===== config.mk =====
export PLATFORM = sky130hd
export DESIGN_NAME = chain_capture
export DESIGN_NICKNAME = d
export VERILOG_FILES = /design/src/rtl/chain_pkg.sv /design/src/rtl/sync_fifo.sv /design/src/rtl/chain_capture.sv
export SDC_FILE = /design/constraint.sdc
export NUM_CORES = 1
export LEC_CHECK = 0
export CAP_MARGIN = 25
export CORE_MARGIN = 2
export CORE_UTILIZATION = 53
export CTS_CLUSTER_DIAMETER = 50
export CTS_CLUSTER_SIZE = 8
export DETAILED_ROUTE_END_ITERATION = 8
export PLACE_DENSITY_LB_ADDON = 0.05
export SLEW_MARGIN = 20
export SYNTH_ARGS = -nofsm -noshare
export SYNTH_HDL_FRONTEND = slang
export SYNTH_SLANG_ARGS = --single-unit

===== constraint.sdc =====
create_clock -name clk -period 2.8 [get_ports clk]
set_input_delay 0.84 -clock clk [delete_from_list [all_inputs] [get_ports clk]]
set_output_delay 0.84 -clock clk [all_outputs]
set_load 0.005 [all_outputs]

===== src/rtl/chain_pkg.sv =====
// Shared definitions for blocks that sit on the 8-bit processing chain.
package chain_pkg;
   localparam int unsigned CHAIN_W    = 8;
   localparam int unsigned DROP_CNT_W = 16;

   typedef logic [CHAIN_W-1:0] chain_byte_t;
endpackage


===== src/rtl/sync_fifo.sv =====
// Synchronous FIFO with a registered head output and full-with-pop acceptance.
// level counts every stored entry, including the one presented on rd_data.
module sync_fifo #(
   parameter int unsigned WIDTH = 8,
   parameter int unsigned DEPTH = 16
) (
   input  logic                   clk,
   input  logic                   rst,
   input  logic                   wr_en,
   input  logic [WIDTH-1:0]       wr_data,
   output logic                   wr_ok,
   output logic [WIDTH-1:0]       rd_data,
   output logic                   rd_valid,
   input  logic                   rd_ready,
   output logic [$clog2(DEPTH):0] level
);
   localparam int unsigned PW = $clog2(DEPTH);
   localparam int unsigned LW = PW + 1;
   localparam logic [LW-1:0] FULL_LVL = LW'(DEPTH);

   logic [WIDTH-1:0] mem [DEPTH];
   logic [PW-1:0]    wr_ptr;
   logic [PW-1:0]    rd_ptr;
   logic [PW-1:0]    rd_ptr_nxt;
   logic [LW-1:0]    rem;
   logic [LW-1:0]    level_nxt;
   logic             pop;
   logic             push;

   // Handshake decode, acceptance and next occupancy.
   always_comb begin
      pop        = rd_valid && rd_ready;
      push       = wr_en && ((level < FULL_LVL) || pop);
      rd_ptr_nxt = rd_ptr + PW'(pop);
      rem        = level - LW'(pop);
      level_nxt  = rem + LW'(push);
   end

   assign wr_ok = push;

   // Storage write; contents need no reset since pointers and level gate visibility.
   always_ff @(posedge clk) begin
      if (push) begin
         mem[wr_ptr] <= wr_data;
      end
   end

   // Pointers, level and registered head.
   // When nothing older remains after a pop, the head comes straight from the
   // write port; otherwise it is the stored entry at the advanced read pointer,
   // which can never be the slot being written this cycle.
   always_ff @(posedge clk) begin
      if (rst) begin
         wr_ptr   <= '0;
         rd_ptr   <= '0;
         level    <= '0;
         rd_valid <= 1'b0;
         rd_data  <= '0;
      end else begin
         wr_ptr   <= wr_ptr + PW'(push);
         rd_ptr   <= rd_ptr_nxt;
         level    <= level_nxt;
         rd_valid <= (level_nxt != '0);
         if (rem == '0) begin
            if (push) begin
               rd_data <= wr_data;
            end
         end else begin
            rd_data <= mem[rd_ptr_nxt];
         end
      end
   end
endmodule


===== src/rtl/chain_capture.sv =====
// Samples the chain output byte into a FIFO, optionally only on change,
// and keeps a sticky overflow flag with a saturating drop counter.
module chain_capture
   import chain_pkg::*;
#(
   parameter int unsigned WIDTH       = CHAIN_W,
   parameter int unsigned DEPTH       = 16,
   parameter bit          CHANGE_ONLY = 1'b0
) (
   input  logic                    clk,
   input  logic                    rst,
   input  logic [WIDTH-1:0]        in,
   input  logic                    sample_en,
   output logic [WIDTH-1:0]        out_data,
   output logic                    out_valid,
   input  logic                    out_ready,
   output logic [$clog2(DEPTH):0]  level,
   output logic                    overflow,
   output logic [DROP_CNT_W-1:0]   drop_count,
   input  logic                    clear_ovf
);
   logic             have_last;
   logic [WIDTH-1:0] last_acc;
   logic             cand;
   logic             acc;
   logic             drop;

   // Push candidate after change filtering; an unaccepted candidate is a drop.
   always_comb begin
      cand = sample_en && (!CHANGE_ONLY || !have_last || (in != last_acc));
      drop = cand && !acc;
   end

   sync_fifo #(
      .WIDTH (WIDTH),
      .DEPTH (DEPTH)
   ) u_fifo (
      .clk      (clk),
      .rst      (rst),
      .wr_en    (cand),
      .wr_data  (in),
      .wr_ok    (acc),
      .rd_data  (out_data),
      .rd_valid (out_valid),
      .rd_ready (out_ready),
      .level    (level)
   );

   // Remember the last accepted sample for the change filter.
   always_ff @(posedge clk) begin
      if (rst) begin
         have_last <= 1'b0;
         last_acc  <= '0;
      end else if (acc) begin
         have_last <= 1'b1;
         last_acc  <= in;
      end
   end

   // Sticky overflow and saturating drop count; a drop coinciding with a clear counts as the first new drop.
   always_ff @(posedge clk) begin
      if (rst) begin
         overflow   <= 1'b0;
         drop_count <= '0;
      end else if (clear_ovf) begin
         overflow   <= drop;
         drop_count <= drop ? DROP_CNT_W'(1) : '0;
      end else if (drop) begin
         overflow <= 1'b1;
         if (drop_count != '1) begin
            drop_count <= drop_count + 1'b1;
         end
      end
   end
endmodule


Word-level counts from Yosys, hierarchy flattened
Memory sizes are Yosys's and may differ from the RTL's.
Cells that the tools add are included.
Widths: inputs -> output; s select.
Cells by class
  add/subtract/negate cells: 5
  $lt $le $gt $ge: 1
  eq/ne operators: 2
  mux-type cells: 10
  reductions and logical operators: 10
Operators by type and width (number)
  $mux 16: 3
  $add 16x1->16 const B: 1
  $mux 8: 2
  $ne 16x16->1 const B: 1
  $add 4x1->4: 2
  $add 5x1->5: 1
  $logic_not 5->1: 1
  $lt 5x5->1 const B: 1
  $mux 1: 5
  $reduce_bool 5->1: 1
  $sub 5x1->5: 1
  $reduce_bool 2->1: 2
  $logic_and 1x1->1: 3
  $ne 2x2->1 const B: 1
  $reduce_and 2->1: 1
  $logic_not 1->1: 1
  $logic_or 1x1->1: 1
Word-level totals
  bits in registers: 39
  memory bits (writable): 128
  input port bits: 13
  memories: 1
Memory list
  u_fifo.mem: depth 16, bits a word 8, rd ports 1, clocked after memory_dff 0, wr ports 1, RTL line sync_fifo.sv:21  | logic [WIDTH-1:0] mem [DEPTH];

Logic depth before layout (Yosys ltp)
  depth in word-level cells: 7
  mapped depth: 11
  depth with buffers taken out: 11

Modules after synthesis
Synthesis repeated with hierarchy kept, for this count alone.
Unflattened totals
  cell total of the unflattened synthesis: 433
  area, all modules: 7080.5 µm²
Modules (own cells, without submodules)
  sync_fifo: instances 1, cells each 323, area an instance 6192.2 µm²
  chain_capture: instances 1, cells each 110, area an instance 888.4 µm²

Least setup slack after synthesis
OpenSTA, ideal clock, no wires.
  kind: input port to flip-flop
  from: input port out_ready
  to: register u_fifo.rd_data[0]
  setup time: 0.146 ns
  arrival time: 2.546 ns
  setup slack: 0.108 ns
  stages on the path: 9
  path buffers: 2
  path through: nand2_1 > inv_1 > ha_1 > ha_1 > clkbuf_1 > clkbuf_1 > mux4_2 > mux2i_1 > o221ai_1
Between the ends
  word-level cells in the longest chain between the ends: 4
  elaborated cells on any way between the ends: 9
  classes of those cells: add/sub: 2; eq/ne: 1; mux: 1; reduce/logical: 4; memory: 1
Ends and longest elaborated chain
  start: declaration: RTL line chain_capture.sv:16  | input logic out_ready,
  $logic_and 1x1->1: RTL line sync_fifo.sv:32  | pop = rd_valid && rd_ready;
  $add 4x1->4: RTL line sync_fifo.sv:34  | rd_ptr_nxt = rd_ptr + PW'(pop);
  via u_fifo.rd_ptr_nxt[1]: RTL line sync_fifo.sv:24  | logic [PW-1:0] rd_ptr_nxt;
  $mem_v2 16x8
  $mux 8: RTL line sync_fifo.sv:64  | if (rem == '0) begin
  end signal: assignment: RTL line sync_fifo.sv:66  | rd_data <= wr_data;
  end signal: assignment: RTL line sync_fifo.sv:69  | rd_data <= mem[rd_ptr_nxt];
  end: declaration: RTL line sync_fifo.sv:12  | output logic [WIDTH-1:0] rd_data,
The timed path passes the listed nets, and every way through them passes these cells.
A chain may end at the register's enable or synchronous reset.

Final worst setup path
  from: input port out_ready
  to: register u_fifo.rd_valid
Between the ends
  word-level cells in the longest chain between the ends: 5
  elaborated cells on any way between the ends: 6
  classes of those cells: add/sub: 2; reduce/logical: 4
Ends and longest elaborated chain
  $logic_and 1x1->1 *: RTL line sync_fifo.sv:32
  branches (longest 2 deep; another with $sub 5x1->5)
  $add 5x1->5 *: RTL line sync_fifo.sv:36  | level_nxt = rem + LW'(push);
  $reduce_bool 5->1 *: RTL line sync_fifo.sv:63  | rd_valid <= (level_nxt != '0);
  end signal: assignment: RTL line sync_fifo.sv:63
  end: declaration: RTL line sync_fifo.sv:13  | output logic rd_valid,
Every way passes the cells marked *.

==> out/metrics.cfg <==
[detailed_routing]
vias_per_cell=5.63
drt_iter0_drc=368
detail-route-antenna-nets=0
avgRoutedWirePerCell_um=20.3
dr_total_vias=4029
wirelength_um=14500
drc_errors=0
first_pass_iters=5

[clocking]
ctsLongestPathBuffers=2
htreeDepth=4
cts_buffers=17
root_buffer=clkbuf_16
cts.clk_slew.worst_paths_ns=0.07
clock_latency_ns=0.42
postCtsHoldBufs=0
post_cts_buffers=0
post_cts_resize_count=0
cts_tree=done
cts_sinks=167

[status]
status=finished clean

[grt]
grt.total_usage_pct=22.4
antenna_found_initial=0
use_met3_pct=6.08
grt_start_max_net_pins=23
overflow=0
grtUsageMet1_pct=29.0
use_met2_pct=37.8
grt_pass1_wl_um=21900
grt_busiest_layer=met2
grt_pass1_vias=4010

[sta]
setup-violations-final=0
fin_skew_ns=0.00853
setup-tns-final_ns=0
post-route-min-period_ns=2.70
period_share_pct=96.5
relSlewSlack_pct=55.0
worst_pin_slew_ns=0.673
fmax_mhz=370
rsz0062_at_grt=yes
setup_ws_ns=0.0974
hold_violations=0
slew_viol_final=0

[finish]
final_nets=552
n_antenna_cell=0
layout_commonest_cell=edfxtp_1
most-common-layout-cells=edfxtp_1, buf_4, clkdlybuf4s50_1
area_delta_synth_final_pct=26.4
drive_above_1_share_pct=28.2
fin_util_pct=68.4

[yosys]
async_flop_share_pct=0
syn_area_um2=6770
synth_edf_count=128
avgSynthCellArea_um2=16.2
ys_seq_area_share_pct=68.3
yosysWarnings=0
synth_flop_cell=edfxtp_1
synth-seq-cells=167
synth_cells=418
yosys.cell_types.count=48
synth_fp_nets=440

[worst_setup_path]
cpMaxStageDelayCell=clkdlybuf4s50_1
r2r_slack_ns=0.63
critPathBufInv=4
worstPathMaxFanout=4
cp-end-kind=flop
r2r-start=u_fifo.rd_valid
startpoint_type=primary input
worstPathArrival_ns=2.98
crit_chain=clkdlybuf4s50_1 -> nand2_1 -> inv_1 -> buf_4 -> ha_1 -> ha_1 -> inv_1 -> ha_1 -> nand2b_1 -> nand4b_1 -> nand2_1 -> xnor2_2 -> a41oi_2
r2r_cells=12
cp_data_required_time_ns=3.08
worst_r2r_endpoint=u_fifo.rd_valid
worstSetupPathType=primary input to flop
crit_family=adder cells
cpMostUsedCell=ha_1
startpoint=out_ready
critPathMaxStageDelay_ns=0.42

[power_and_ir_drop]
leakage_nw=3.02
swShare_pct=27.4
p_clk_share_pct=32.3
cellPowerDensity_nw_per_um2=836
internal-power_w=0.00519
power.share.combinational_pct=26.9
vdd_drop_max_uv=889
switching_power_w=0.00196
seq_power_share_pct=40.8

[floorplan]
die_w_um=117
dieArea_um2=13700
io_pins=44
initial_core_util_pct=54.1
coreArea_um2=12500
die_height_um=117
row_count=41

[hold_path]
hold_class=flop to flop
hold_depth=2
min_from=overflow
holdPathEnd=overflow

[placement]
port_buffers=43
dp_slack_ns=-0.364
dpl.hpwl_um=9460
place.gp.congestion=0.779

[run]
cap_viol_max_count=0

how the worst max path moves through the flow:
stage | to | cells after the start
final | u_fifo.rd_valid | 13
after detailed placement | u_fifo.rd_data[4] | 10
after global routing | u_fifo.rd_valid | 13
after CTS | u_fifo.rd_data[4] | 10
after floorplan | u_fifo.rd_data[0] | 9
after global placement | u_fifo.rd_data[4] | 10
sequential cells by signal, summed over array words and instances (netlist names):
name             cells
u_fifo.level         5
overflow             1
drop_count          16
u_fifo.wr_ptr        4
u_fifo.mem         128
u_fifo.rd_valid      1
u_fifo.rd_ptr        4
u_fifo.rd_data       8
synth_stat cells, drive strengths merged (6+ instances only):
library cell  instances  area [um2]
mux2i                16         160
inv                  11        41.3
a21oi                 9        45.0
xor2                  6        60.1
nor4                  6        37.5
o221ai                8        70.1
nand3                 8        40.0
ha                    9         113
nor2                 27         101
xnor2                 8        70.1
edfxtp              128        3840
nand2                25        93.8
nor3                  7        35.0
mux4                 32         721
buf                   7        33.8
dfxtp                39         781
mux2                  8        90.1
nor2b                 6        37.5
o21ai                 7        35.0
clkbuf                8        30.0
cell families after synthesis:
family                     count (synthesis)  share of synthesized area [%]
DFF                                      167                           68.3
buffers and inverters                     26                           1.55
muxes                                     56                           14.3
and+or+nand+nor                          109                           8.38
xor gates and xnor gates                  14                           1.92
adders and majority gates                  9                           1.66
AOI/OAI and AO/OA                         37                           3.79
through the flow:
stage	instance area (um2)	total power, W	hold slack [ns]	cells
2_1_floorplan	6770	0.00397	0.453	418
3_3_place_gp	7920	0.00478	0.446	682
3_5_place_dp	7920	0.00481	0.455	682
4_1_cts	8510	0.00712	0.464	714
5_1_grt	8560	0.00746	0.495	715
6_report	8560	0.00715	0.469	715
power groups by stage:
stage | registers, W | logic, W | clock network, W
finish | 0.00292 | 0.00192 | 0.00231
CTS | 0.00292 | 0.00186 | 0.00235
global placement | 0.00296 | 0.00182 | 0
global route | 0.00293 | 0.00207 | 0.00246
floorplan | 0.00295 | 0.00102 | 0
detailed placement | 0.00297 | 0.00184 | 0
routing by layer:
metal	part of all wire, %	up-vias
li1	-	1876
met5	0	-
met1	43	2032
met2	51	107
met4	1.2	0
met3	4.5	14
final cells by class:
class                      count  area (um2)
sequential                   167        4620
fill                         926        3960
multi-input combinational    225        2090
timing repair buffer         108         998
clock buffer                  18         429
tap                          172         215
clock inverter                14         158
inverter                      11        41.3
tightest hold or removal path, stage by stage (launching register included):
cell	delay (ns)
dfxtp_1	0.31
nand2_1	0.05
a21oi_1	0.06
(Power assumes the default switching activity.)
